`config.mk`:
```
export PLATFORM = sky130hd
export DESIGN_NAME = uart_tx_ctrl
export DESIGN_NICKNAME = d
export VERILOG_FILES = /design/src/rtl/uart_tx_ctrl.sv
export SDC_FILE = /design/constraint.sdc
export NUM_CORES = 1
export LEC_CHECK = 0
export BUFFER_PORTS_ARGS = -buffer_cell sky130_fd_sc_hd__buf_2
export CAP_MARGIN = 10
export CORE_ASPECT_RATIO = 1.1
export CORE_MARGIN = 1
export CORE_UTILIZATION = 53
export CTS_BUF_LIST = sky130_fd_sc_hd__clkbuf_4
export CTS_CLUSTER_SIZE = 14
export DETAILED_ROUTE_END_ITERATION = 8
export GPL_TIMING_DRIVEN = 0
export PLACE_DENSITY_LB_ADDON = 0.3
export SLEW_MARGIN = 10
export SYNTH_ARGS = -nofsm -noshare
export SYNTH_HDL_FRONTEND = slang
export SYNTH_SLANG_ARGS = --single-unit
```
`constraint.sdc`:
```
create_clock -name clk -period 1.7 [get_ports clk]
set_input_delay 0.17 -clock clk [delete_from_list [all_inputs] [get_ports clk]]
set_output_delay 0.17 -clock clk [all_outputs]
set_load 0.01 [all_outputs]
```
`src/rtl/uart_tx_ctrl.sv`:
```
// UART transmit controller: frames a word as start, data (LSB first),
// optional parity and stop bits, driving the field selector of a TX mux.
//
// Ports:
//   clk, rst           clock and synchronous active-high reset
//   tx_data, tx_valid  word to send and its request strobe
//   tx_ready           request can be accepted (FSM idle)
//   parity_en/odd      parity insertion and polarity, latched on accept
//   bit_select         field selector to the TX output mux
//   serial_data        current data bit (1 outside start/data fields)
//   parity_bit         parity of the latched word
//   tx_busy, tx_done   frame in progress / one-cycle completion pulse
module uart_tx_ctrl #(
    parameter int         DATA_WIDTH             = 8,
    parameter int         CLKS_PER_BIT           = 434,
    parameter int         STOP_BITS              = 1,
    parameter logic [1:0] START_BIT_SELECT       = 2'b00,
    parameter logic [1:0] STOP_BIT_SELECT        = 2'b01,
    parameter logic [1:0] SERIAL_DATA_BIT_SELECT = 2'b10,
    parameter logic [1:0] PARITY_BIT_SELECT      = 2'b11
) (
    input  logic                  clk,
    input  logic                  rst,
    input  logic [DATA_WIDTH-1:0] tx_data,
    input  logic                  tx_valid,
    output logic                  tx_ready,
    input  logic                  parity_en,
    input  logic                  parity_odd,
    output logic [1:0]            bit_select,
    output logic                  serial_data,
    output logic                  parity_bit,
    output logic                  tx_busy,
    output logic                  tx_done
);

    localparam int CW = (CLKS_PER_BIT > 2) ? $clog2(CLKS_PER_BIT) : 1;
    localparam int IW = (DATA_WIDTH > 2) ? $clog2(DATA_WIDTH) : 1;

    localparam logic [CW-1:0] CNT_LAST  = CW'(CLKS_PER_BIT - 1);
    localparam logic [IW-1:0] DATA_LAST = IW'(DATA_WIDTH - 1);
    localparam logic [IW-1:0] STOP_LAST = IW'(STOP_BITS - 1);

    typedef enum logic [2:0] {
        S_IDLE,
        S_START,
        S_DATA,
        S_PARITY,
        S_STOP
    } state_t;

    state_t                r_state;
    logic [CW-1:0]         r_cnt;
    logic [IW-1:0]         r_idx;
    logic [DATA_WIDTH-1:0] r_shift;
    logic                  r_par_en;
    logic                  r_parity;
    logic [1:0]            r_sel;
    logic                  r_sdata;
    logic                  r_busy;
    logic                  r_done;
    logic                  r_ready;

    state_t                w_state;
    logic [CW-1:0]         w_cnt;
    logic [IW-1:0]         w_idx;
    logic [DATA_WIDTH-1:0] w_shift;
    logic                  w_par_en;
    logic                  w_parity;
    logic [1:0]            w_sel;
    logic                  w_sdata;
    logic                  w_done;
    logic                  w_bit_end;

    assign w_bit_end = (r_cnt == CNT_LAST);

    always_comb begin
        w_state  = r_state;
        w_cnt    = r_cnt + CW'(1);
        w_idx    = r_idx;
        w_shift  = r_shift;
        w_par_en = r_par_en;
        w_parity = r_parity;
        w_done   = 1'b0;

        case (r_state)
            S_IDLE: begin
                w_cnt = '0;
                if (tx_valid) begin
                    w_state  = S_START;
                    w_idx    = '0;
                    w_shift  = tx_data;
                    w_par_en = parity_en;
                    w_parity = (^tx_data) ^ parity_odd;
                end
            end
            S_START: begin
                if (w_bit_end) begin
                    w_state = S_DATA;
                    w_cnt   = '0;
                    w_idx   = '0;
                end
            end
            S_DATA: begin
                if (w_bit_end) begin
                    w_cnt = '0;
                    if (r_idx == DATA_LAST) begin
                        w_state = r_par_en ? S_PARITY : S_STOP;
                        w_idx   = '0;
                    end else begin
                        w_shift = r_shift >> 1;
                        w_idx   = r_idx + IW'(1);
                    end
                end
            end
            S_PARITY: begin
                if (w_bit_end) begin
                    w_state = S_STOP;
                    w_cnt   = '0;
                    w_idx   = '0;
                end
            end
            S_STOP: begin
                if (w_bit_end) begin
                    w_cnt = '0;
                    if (r_idx == STOP_LAST) begin
                        w_state = S_IDLE;
                        w_idx   = '0;
                        w_done  = 1'b1;
                    end else begin
                        w_idx = r_idx + IW'(1);
                    end
                end
            end
            default: begin
                w_state = S_IDLE;
                w_cnt   = '0;
                w_idx   = '0;
            end
        endcase

        // Outputs are decoded from the next state so they register
        // in step with it; the line idles at stop level.
        w_sel   = STOP_BIT_SELECT;
        w_sdata = 1'b1;
        case (w_state)
            S_START: begin
                w_sel   = START_BIT_SELECT;
                w_sdata = 1'b0;
            end
            S_DATA: begin
                w_sel   = SERIAL_DATA_BIT_SELECT;
                w_sdata = w_shift[0];
            end
            S_PARITY: begin
                w_sel = PARITY_BIT_SELECT;
            end
            default: begin
                w_sel   = STOP_BIT_SELECT;
                w_sdata = 1'b1;
            end
        endcase
    end

    always_ff @(posedge clk) begin
        if (rst) begin
            r_state  <= S_IDLE;
            r_cnt    <= '0;
            r_idx    <= '0;
            r_shift  <= '0;
            r_par_en <= 1'b0;
            r_parity <= 1'b0;
            r_sel    <= STOP_BIT_SELECT;
            r_sdata  <= 1'b1;
            r_busy   <= 1'b0;
            r_done   <= 1'b0;
            r_ready  <= 1'b1;
        end else begin
            r_state  <= w_state;
            r_cnt    <= w_cnt;
            r_idx    <= w_idx;
            r_shift  <= w_shift;
            r_par_en <= w_par_en;
            r_parity <= w_parity;
            r_sel    <= w_sel;
            r_sdata  <= w_sdata;
            r_busy   <= (w_state != S_IDLE);
            r_done   <= w_done;
            r_ready  <= (w_state == S_IDLE);
        end
    end

    assign tx_ready    = r_ready;
    assign bit_select  = r_sel;
    assign serial_data = r_sdata;
    assign parity_bit  = r_parity;
    assign tx_busy     = r_busy;
    assign tx_done     = r_done;

endmodule

```
After elaboration in Yosys (flattened, before gate mapping)
Index checks and enable logic that the tools add are counted. Widths: inputs -> output; s select.

Bits in registers: 31. Output and inout bits: 7. Word-level logic and storage cells: 68.

Add/sub/neg operators: 2. Eq/ne operators: 14. Muxes and demuxes: 23. Bitwise gates (word level): 4. Reduce and logical (&&, ||, !) cells: 13.

Operators by type and width (count): $mux 3 (14); $mux 8 (3); $pmux 8 s2 (1); $pmux 3 s5 (1); $eq 3x2->1 const B (4); $pmux 3 s4 (1); $add 9x1->9 const B (1); $eq 9x9->1 const B (1); $logic_not 3->1 (3); $ne 2x2->1 const B (4); $reduce_and 4->1 (2); $reduce_xor 8->1 (1); $eq 3x1->1 const B (2); $eq 3x3->1 const B (2); $pmux 2 s3 (1); $reduce_or 3->1 (2); $reduce_or 4->1 (1); $add 3x1->3 const B (1); $not 1->1 (3); $reduce_bool 3->1 (1); $ne 2x1->1 const B (1); $pmux 1 s2 (1); $reduce_and 2->1 (1); $reduce_bool 2->1 (1); 3 further kinds (3).

Logic depth before layout (Yosys ltp)
Word-level depth: 6. Gate-level depth with buffers: 7. Mapped depth without buffers: 7.

Least setup slack after synthesis
OpenSTA, ideal clock, no wires.

Path kind: register to register. From: register r_cnt[0]. To: register r_sdata (netlist: serial_data). Library setup time: 0.133 ns. Arrival: 1.689 ns. Data required time: 1.567 ns. Slack: -0.122 ns. Stages on the path, launching flop included: 7. Cells stage by stage: dfxtp_1 > ha_1 > and4bb_2 > nand2_1 > a311oi_1 > nor4b_2 > a31oi_1.

Longest elaborated chain between the ends: 5. Elaborated cells between the ends (all ways): 11. Classes of those cells: eq/ne (3); mux (8).

RTL lines: from (decl) (RTL line 52) `logic [CW-1:0] r_cnt;`; from (signal assigned) (RTL line 179) `r_cnt <= w_cnt;`; $eq 9x9->1 * (RTL line 74) `assign w_bit_end = (r_cnt == CNT_LAST);`; $mux 3, on equally long branches; $pmux 3 s5 (RTL line 85) `case (r_state)`; $eq 3x2->1 / $eq 3x1->1 (equally long branches) (RTL line 145) `case (w_state)`; $pmux 1 s2 * (RTL line 145); to (signal assigned) (RTL line 185) `r_sdata <= w_sdata;`; to (decl) (RTL line 58) `logic r_sdata;`.

Mark *: on every way between the ends. The rest lies on a longest branch, timed or not. The select of a mux whose other input is x is not followed. A chain may end at the register's enable or synchronous reset.

Final worst setup path
From: register r_state[0]. To: register r_sdata (netlist: serial_data).

Longest elaborated chain between the ends: 5. Elaborated cells between the ends (all ways): 17. Classes of those cells: eq/ne (6); mux (10); reduce/logical (1).

RTL lines: from (decl) (RTL line 51) `state_t r_state;`; from (signal assigned) (RTL line 178) `r_state <= w_state;`; $mux 3, on equally long branches (RTL line 125, 106); $mux 3, on equally long branches (RTL line 123, 104); $pmux 3 s5 (RTL line 85); $eq 3x2->1 / $eq 3x1->1 (equally long branches) (RTL line 145); $pmux 1 s2 * (RTL line 145).

Mark *: on every way between the ends. The rest lies on a longest branch, timed or not.

==> results.tsv <==
stage	metric	value	unit
worst_setup_path	startpoint types	flop	
sta	Final Cycle Share	102.3	%
sta	Max Slew Vio Count	0	
layout	Inserted Diodes	0	
layout	layout cell share with drive strength beyond 1	37.37	%
worst_setup_path	critical path data required time	1.96	ns
place	Post-Place Cells	201	
sta	actual slew at the worst max-slew pin	0.4925	ns
layout	Layout Cells excl Fill	229	
global_routing	first-pass GRT wire length	5547	microns
drt	number of detailed-route iterations in the first pass	6	
layout	Layout area overhead	35.99	%
synthesis	most frequent cell after synthesis	dfxtp_1	
floorplan	Initial Util	56.86	%
pwr	Cell Pwr Density	699.7	nW/um^2
drt	DRT iter0 DRCs	86	
worst_setup_path	Max stage delay on crit path	0.46	ns
clock_network	CTS Sinks	31	
global_routing	vias in the first global route	1270	
pwr	Power Total	1.376	mW
drt	Max Used Layer	met4	
clock_network	Clock transition at path regs	0.10	ns
worst_setup_path	Worst Setup End Kind	flop	
drt	Routed met3 length	190	microns
worst_hold_path	Hold Path Class	input pin to flop	
global_routing	largest net degree at the start of global routing	11	
synthesis	most area-consuming cells after synthesis	dfxtp_1, nor2_1, xnor2_1	
drt	Met2 Wirelength	1930	microns
synthesis	Mapped Nets	169	
floorplan	die height	56.79	microns
clock_network	# H-tree levels	2	
pwr	Reg power frac	55.9	%
synthesis	Synth Instances	151	
synthesis	Avg Inst Size Synth	9.579	sq um
worst_setup_path	CP cell instances	or3b_4 > nor4_4 > mux2i_1 > nor4b_2 > a31oi_1	
pwr	Peak VDD IR	0.7453	mV
outcome	failing checks	setup timing	
floorplan	die area	2942	sq um
drt	total number of vias	1344	
synthesis	Yosys cell types	43	
sta	RSZ-0062 raised after global routing	true	
sta	clock period minus final worst setup slack	1.738	ns
layout	Layout Nets	216	
sta	PnR worst setup slack	-0.03827	ns
drt	Via density	5.869	
synthesis	yosys warns	0	
synthesis	share of the synthesized area in the top cell type	42.91	%
layout	FF+latch area	636.9	sq um
clock_network	Root Buffer	clkbuf_4	
synthesis	Synth Flop Type	dfxtp_1	
global_routing	gr ovfl total	0	
floorplan	cell row count	19	
run	max_cap viols	0	
floorplan	Ports	20	
drt	post-DR wirelength/cell	16.48	microns
worst_setup_path	Crit Path Category	flop to flop	
pwr	switching power	0.3652	mW
worst_setup_path	Worst setup startpoint	r_state[0]	
pwr	internal power	1.011	mW
outcome	status	finished, violations left	
layout	multi-input logic area	930.9	sq um
drt	M1 wire length	1526	microns
synthesis	Synth area leader	dfxtp_1	
sta	Hold Fails Final Rpt	0	
drt	Residual DRC	0	
clock_network	Skew-Pair Late Insertion Delay	0.34	ns
synthesis	sequential share of the synthesized area	42.91	%
layout	Design Area, Final	1967	sq um
worst_setup_path	Slowest-stage cell, CP	or3b_4	
place	Post-DP HPWL	2134	microns
drt	WL final	3775	microns
layout	fill cell count	164	
place	placed cell area	1587	sq um
floorplan	Die Span X	51.81	microns
clock_network	CTS Buf Count	5	
sta	Setup-failing EPs final	3	
global_routing	GRT Overall Usage	26.32	%
pwr	Net Sw Frac	26.53	%
sta	Slew HR	67.17	%
drt	post-route ant nets	0	
synthesis	Post-synth top cells	dfxtp_1, nor2_1, nand2_1	
synthesis	Seq cells post-synth	31	
synthesis	Netlist Area Pre-Place	1446	sq um
sta	Max Fclk	0.5753	GHz
place	Final GP Congestion	0.8160	
floorplan	Core Box Area	2544	sq um
clock_network	CTS Buffer Depth	2	
place	port buffer count	19	
worst_setup_path	worst-path maximum fanout	5	
pwr	Clk pwr share	28.2	%
synthesis	Synth async-reset ratio	0	%
pwr	P_leak	0.7950	nW
worst_setup_path	CP arrival	2.00	ns
global_routing	initial antenna violation count	0	
sta	Worst Skew	0.01942	ns
pwr	Comb pwr share	15.9	%
sta	hold slack	0.08896	ns
worst_setup_path	Critical R2R Launch	r_state[0]	
worst_hold_path	startpoint of the worst hold path	parity_en	
synthesis	Post-synth EDFFs	0	
clock_network	CTS tree	done	
metrics by stage:
step	util, %	TNS [ns]	worst slack (ns)
2_1_floorplan	-	-0.01780	-0.01780
3_3_place_gp	62.37	-1.557	-0.2072
3_5_place_dp	62.37	-1.927	-0.2247
6_report	77.32	-0.06940	-0.03827
5_1_grt	77.32	-0.8263	-0.1222
4_1_cts	71.72	-0.1320	-0.04821
power groups by stage:
stage               registers (mW)  clock network, mW  logic [mW]
global placement             0.788                  0       0.169
finish                       0.770              0.388       0.219
floorplan                    0.793                  0       0.117
global route                 0.773              0.440       0.240
detailed placement           0.789                  0       0.175
CTS                          0.769              0.392       0.199
worst max-delay path: cells and delay by family (launching register included):
family           cells  cell delay (ns)
AND/OR/NAND/NOR      3             0.85
AO/OA/AOI/OAI        1             0.16
flip-flops           1             0.36
multiplexers         1             0.30
routing by layer:
layer	up-vias	global-route usage, %
li1	645	-
met1	639	27.81
met2	47	46.01
met3	13	6.504
met4	0	15.06
met5	-	0
placed cells by master, fill, tap and decap left out, drive strengths merged, types with 2 or more instances in the layout:
| cell type | Yosys | final |
|---|---|---|
| a21oi | 4 | 4 |
| a222oi | 6 | 6 |
| a31oi | 3 | 3 |
| buf | 2 | 42 |
| clkbuf | 2 | 7 |
| clkinv | 0 | 2 |
| dfxtp | 31 | 31 |
| ha | 5 | 5 |
| inv | 5 | 5 |
| mux2i | 4 | 4 |
| nand2 | 10 | 10 |
| nand3 | 5 | 5 |
| nor2 | 25 | 25 |
| nor2b | 3 | 3 |
| nor4 | 2 | 2 |
| nor4b | 2 | 2 |
| o21ai | 3 | 3 |
| o31ai | 2 | 2 |
| or3 | 2 | 2 |
| xnor2 | 8 | 8 |
| xor2 | 5 | 5 |
final cells by class:
class,instances,area share [%]
multi-input cells,111,47.33
flip-flops and latches,31,32.38
repair buffers,41,14.25
well taps,31,1.972
clock buffers,5,1.908
inverters,5,0.9542
plain buffers,3,0.7634
clock inverters,2,0.4453
flip-flops by register name, summed over array words and instances, names as in the netlist:
signal	flops
tx_done	1
tx_ready	1
r_shift	8
serial_data	1
bit_select	2
tx_busy	1
r_state	3
r_idx	3
parity_bit	1
r_par_en	1
r_cnt	9
cells by family after synthesis:
family / Yosys count / synth area share, %
XOR/XNOR: 14 / 9.429
AO/OA/AOI/OAI: 28 / 14.97
AND/OR/NAND/NOR: 60 / 23.10
multiplexers: 4 / 2.768
adder cells (fa/ha/maj): 5 / 4.325
flip-flops: 31 / 42.91
buffers and inverters: 9 / 2.509
final timing paths:
check	slack [ns]	to	depth (start not counted)
setup / recovery	-0.04	serial_data	5
hold reg to reg	0.51	parity_bit	2
setup reg to reg	-0.04	serial_data	5
hold / removal	0.09	r_par_en	3
repair_timing:
item,CTS,global route
pin swaps,13,10
resized for setup,26,15
buffers inserted,12,11
cloned,0,0
hold buffers,0,0
endpoints found under the setup margin,15,15
Note: power is estimated with default switching activity, not from simulation.
